File: src/rtl/regfile_mp.sv
// regfile_mp: multi-read-port register file with hardwired-zero entry 0 and a clear sequencer.
// Define REGFILE_BYPASS_EN to forward a committing write straight to matching read ports.
module regfile_mp #(
    parameter int unsigned DATA_W = 32,
    parameter int unsigned ADDR_W = 5,
    parameter int unsigned NUM_RD = 2
) (
    input  logic                     clk,
    input  logic                     rst_n,
    input  logic [NUM_RD*ADDR_W-1:0] rd_addr,
    output logic [NUM_RD*DATA_W-1:0] rd_data,
    input  logic                     wr_en,
    input  logic [ADDR_W-1:0]        wr_addr,
    input  logic [DATA_W-1:0]        wr_data,
    output logic                     wr_ready,
    input  logic                     clr_req,
    output logic                     clr_busy,
    output logic                     clr_done
);

    localparam int unsigned DEPTH = 1 << ADDR_W;
    localparam logic [ADDR_W-1:0] FirstAddr = ADDR_W'(1);
    localparam logic [ADDR_W-1:0] LastAddr = ADDR_W'(DEPTH - 1);

    typedef enum logic [1:0] {StIdle, StClear, StDone} state_e;

    state_e            stateQ;
    logic [ADDR_W-1:0] ptrQ;
    logic              readyQ;
    logic              busyQ;
    logic              doneQ;
    logic [DATA_W-1:0] mem [DEPTH];
    logic              wrCommit;

    assign wrCommit = wr_en && readyQ && (wr_addr != '0);
    assign wr_ready = readyQ;
    assign clr_busy = busyQ;
    assign clr_done = doneQ;

    // Status outputs are registered alongside the state so nothing depends on clr_req combinationally.
    always_ff @(posedge clk or negedge rst_n) begin
        if (!rst_n) begin
            stateQ <= StIdle;
            ptrQ   <= FirstAddr;
            readyQ <= 1'b1;
            busyQ  <= 1'b0;
            doneQ  <= 1'b0;
        end else begin
            unique case (stateQ)
                StIdle: begin
                    if (clr_req) begin
                        stateQ <= StClear;
                        ptrQ   <= FirstAddr;
                        readyQ <= 1'b0;
                        busyQ  <= 1'b1;
                    end
                end
                StClear: begin
                    if (ptrQ == LastAddr) begin
                        stateQ <= StDone;
                        busyQ  <= 1'b0;
                        doneQ  <= 1'b1;
                    end else begin
                        ptrQ <= ptrQ + FirstAddr;
                    end
                end
                StDone: begin
                    stateQ <= StIdle;
                    ptrQ   <= FirstAddr;
                    readyQ <= 1'b1;
                    doneQ  <= 1'b0;
                end
                default: begin
                    stateQ <= StIdle;
                    ptrQ   <= FirstAddr;
                    readyQ <= 1'b1;
                    busyQ  <= 1'b0;
                    doneQ  <= 1'b0;
                end
            endcase
        end
    end

    // Entry 0 is never written, so it stays at its reset value of zero.
    always_ff @(posedge clk or negedge rst_n) begin
        if (!rst_n) begin
            for (int unsigned i = 0; i < DEPTH; i++) begin
                mem[i] <= '0;
            end
        end else if (busyQ) begin
            mem[ptrQ] <= '0;
        end else if (wrCommit) begin
            mem[wr_addr] <= wr_data;
        end
    end

    for (genvar k = 0; k < NUM_RD; k++) begin : genRead
        logic [ADDR_W-1:0] addr;
        logic [DATA_W-1:0] stored;

        assign addr   = rd_addr[k*ADDR_W +: ADDR_W];
        assign stored = (addr == '0) ? '0 : mem[addr];
`ifdef REGFILE_BYPASS_EN
        // wrCommit already excludes address 0, so forwarding never disturbs the zero register.
        assign rd_data[k*DATA_W +: DATA_W] = (wrCommit && (addr == wr_addr)) ? wr_data : stored;
`else
        assign rd_data[k*DATA_W +: DATA_W] = stored;
`endif
    end

endmodule

File: config.mk
export PLATFORM = sky130hd
export DESIGN_NAME = regfile_mp
export DESIGN_NICKNAME = d
export VERILOG_FILES = /design/src/rtl/regfile_mp.sv
export SDC_FILE = /design/constraint.sdc
export NUM_CORES = 2
export LEC_CHECK = 0
export CAP_MARGIN = 25
export CORE_ASPECT_RATIO = 1.75
export CORE_MARGIN = 4
export CORE_UTILIZATION = 34
export CTS_BUF_LIST = sky130_fd_sc_hd__clkbuf_8
export DETAILED_ROUTE_END_ITERATION = 8
export MAX_ROUTING_LAYER = met4
export PLACE_DENSITY_LB_ADDON = 0.15
export SLEW_MARGIN = 20
export SYNTH_ARGS = -nofsm -noshare
export SYNTH_HDL_FRONTEND = slang
export SYNTH_SLANG_ARGS = --single-unit
File: constraint.sdc
create_clock -name clk -period 3.78 [get_ports clk]
set_clock_uncertainty 0.1 [all_clocks]
set_input_delay 0.378 -clock clk [delete_from_list [all_inputs] [get_ports clk]]
set_output_delay 0.378 -clock clk [all_outputs]
set_load 0.02 [all_outputs]
==> impl_metrics.env <==
export IMPL_viasPerCell=6.801
export IMPL_grt_max_degree=125
export IMPL_synth_common_cells="dfrtp_1 (1032), a22o_1 (992), mux4_2 (448)"
export IMPL_antenna_found_initial=9
export IMPL_ioPinCount=118
export IMPL_fin_crit_ns=3.807
export IMPL_run_status="finished, violations left"
export IMPL_cts_setup_buffers=0
export IMPL_worst_pin_slew_ns=1.176
export IMPL_drc=0
export IMPL_grt_pass1_wl_um=355500
export IMPL_grtUsageTotal_pct=31.48
export IMPL_end_kind="output pin"
export IMPL_synth_top_cell_area_share_pct=48.23
export IMPL_max_stage_delay_ns=0.74
export IMPL_ys_async_sr_fraction_pct=100.0
export IMPL_die_w_um=308.0
export IMPL_ys_top_cells_by_area="dfrtp_1 (48%), mux4_2 (19%), a22o_1 (16%)"
export IMPL_numPortBuffers=117
export IMPL_drt_first_pass_iters=5
export IMPL_coreArea_um2=156400
export IMPL_dieArea_um2=164100
export IMPL_synth_main_ff_cell="dfrtp_1"
export IMPL_slew_viol_final=0
export IMPL_maxCapViolCount=0
export IMPL_clock_sinks=1034
export IMPL_p_int_mw=20.05
export IMPL_cp_top_family="compound AO/OA/AOI/OAI gates"
export IMPL_synth_top_area_cell="dfrtp_1"
export IMPL_p_leak_nw=27.85
export IMPL_post_place_ws_ns=-0.07960
export IMPL_wl_per_cell_um=41.15
export IMPL_synth_most_common_cell="dfrtp_1"
export IMPL_ant_nets=0
export IMPL_p_switching_mw=9.599
export IMPL_seqPwrFrac_pct=43.7
export IMPL_finalHoldViolations=0
export IMPL_crit_buf_inv=2
export IMPL_syn_area_per_cell_um2=14.06
export IMPL_die_h_um=533.0
export IMPL_path_max_fanout=3
export IMPL_pwr_share_comb_pct=20.7
export IMPL_power_density_nw_per_um2=472.6
export IMPL_setup_ws_ns=-0.02727
export IMPL_yosysSeqAreaShare_pct=48.33
export IMPL_path_clk_slew_ns=0.07
export IMPL_clock_latency_ns=0.87
export IMPL_yosys_warnings=0
export IMPL_routed_wl_um=253700
export IMPL_syn_nets=3863
export IMPL_cpMaxStageDelayCell="a211oi_1"
export IMPL_setup_tns_ns=-0.03794
export IMPL_vias=41940
export IMPL_setup_viol=2
export IMPL_fp_row_count=192
export IMPL_numCtsBuffers=176
export IMPL_crit_type="reg2out"
export IMPL_required_ns=3.30
export IMPL_crit_path_start_kind="flip-flop"
export IMPL_drt_iter0_drc=4451
export IMPL_ys_types=45
export IMPL_syn_inst=3807
export IMPL_maxSlewHeadroom_pct=21.57
export IMPL_htree_levels=4
export IMPL_num_fill_cells=14620
export IMPL_grt_ovfl_total=0
export IMPL_synth_edf_count=0
export IMPL_crit_chain="mux4_2 > nor2b_1 > a211oi_1 > a311oi_1 > buf_4 > buf_4"
export IMPL_dpl_cell_count=5852
export IMPL_routabilityCongestion=0.9059
export IMPL_cts_tree="built"
export IMPL_fin_crit_sh_pct=100.7
export IMPL_max_freq_mhz=262.7
export IMPL_fin_cells=6166
export IMPL_violations="negative setup slack"
export IMPL_worstPathArrival_ns=3.33
export IMPL_area_growth_pct=17.18
export IMPL_dp_hpwl_um=156400
export IMPL_cpMostUsedCell="buf_4"
export IMPL_ff_latch_area_um2=25880
export IMPL_final_nets=4052
export IMPL_synth_cell_area_um2=53540
export IMPL_vdd_drop_max_v=0.0003784
export IMPL_multiInputGateArea_um2=25900
export IMPL_clkPwrFrac_pct=35.6
export IMPL_synth_seq_cells=1034
export IMPL_start_util_pct=34.24
export IMPL_root_buffer="clkbuf_8"
export IMPL_drive_gt1_share_pct=31.70
export IMPL_switching_share_pct=32.37
export IMPL_first_global_vias=44040
export IMPL_clock_path_buffers=4
export IMPL_hold_path_class="in2reg"
[per-stage QoR]
| step | utilization (%) | area, um^2 | hold WS [ns] | total power [mW] |
|---|---|---|---|---|
| detailed placement | 37.76 | 59060 | 0.2296 | 19.16 |
| CTS | 40.08 | 62680 | 0.02024 | 29.78 |
| global route | 40.12 | 62740 | 0.06949 | 30.62 |
| finish | 40.12 | 62740 | 0.05706 | 29.65 |
| floorplan | - | 53540 | -0.01759 | 16.12 |
| global placement | 37.73 | 59000 | 0.2287 | 19.10 |
[placed cells by master, fill, tap and decap left out, types with 63 or more instances in the layout]
| cell type | synthesis | final |
|---|---|---|
| a211oi_1 | 64 | 63 |
| a22o_1 | 992 | 992 |
| a22oi_1 | 66 | 65 |
| buf_4 | 27 | 362 |
| clkbuf_8 | 0 | 227 |
| clkdlybuf4s50_1 | 0 | 66 |
| dfrtp_1 | 1032 | 1032 |
| mux2_2 | 64 | 64 |
| mux2i_1 | 128 | 128 |
| mux4_2 | 448 | 448 |
| nor2b_1 | 71 | 67 |
| o21ai_0 | 110 | 102 |
[registers in the layout, indices dropped and copies added, names as in the netlist]
signal / count
wr_ready: 1
clr_busy: 1
ptrQ: 5
mem: 1024
stateQ: 2
clr_done: 1
[power groups by stage]
| stage | registers, mW | logic (mW) | clock network (mW) |
|---|---|---|---|
| after global placement | 13.1 | 6.00 | 0 |
| final | 13.0 | 6.14 | 10.6 |
| after detailed placement | 13.1 | 6.05 | 0 |
| after CTS | 12.9 | 6.08 | 10.8 |
| after global routing | 13.1 | 6.35 | 11.2 |
| after floorplan | 12.8 | 3.32 | 0 |
[final timing paths]
check	start	endpoint	slack, ns	cells after the start
setup / recovery	mem[641]	rd_data[33]	-0.03	6
hold / removal	clr_req	clr_busy	0.06	3
setup reg to reg	ptrQ[0]	mem[946]	0.50	6
hold reg to reg	mem[1009]	mem[1009]	0.41	1
max in group asynchronous	rst_n	mem[1013]	2.56	4
min in group asynchronous	rst_n	mem[95]	0.13	3
[area by class of cell]
class | count | area share (%)
antenna | 6 | 0.02393
tap | 2037 | 4.062
sequential | 1034 | 41.24
inverter | 8 | 0.05384
timing repair buffer | 507 | 7.702
clock buffer | 227 | 4.979
clock inverter | 78 | 0.6541
multi-input combinational | 2269 | 41.28
[tightest hold or removal path: stages]
cell             delay (ns)
clkdlybuf4s50_1        0.42
nand2_1                0.09
o21ai_0                0.07
[logic make-up (layout without fill, tap and decap cells)]
| family | count (synthesis) | in the layout | synth area share (%) |
|---|---|---|---|
| flip-flops | 1034 | 1034 | 48.33 |
| AO/OA/AOI/OAI | 1399 | 1399 | 21.63 |
| adder cells (fa/ha/maj) | 5 | 5 | 0.1168 |
| multiplexers | 640 | 640 | 22.58 |
| AND/OR/NAND/NOR | 225 | 225 | 2.977 |
| other | 0 | 6 | 0 |
| buffers and inverters | 504 | 820 | 4.363 |
[layer usage]
layer,GRT usage (%),routed length (um)
met5,-,0
met4,21.67,22430
met3,5.373,19630
met2,49.97,121200
met1,36.49,90490
[timing repair]
| item | in CTS | in global routing |
|---|---|---|
| cloned | 0 | 0 |
| hold endpoints to repair | 730 | 0 |
| hold buffers | 2 | 0 |
| gates resized for setup | 17 | 9 |
| pin swaps | 0 | 2 |
| endpoints found under the setup margin | 11 | 9 |
Power figures use the tool's default switching activity.
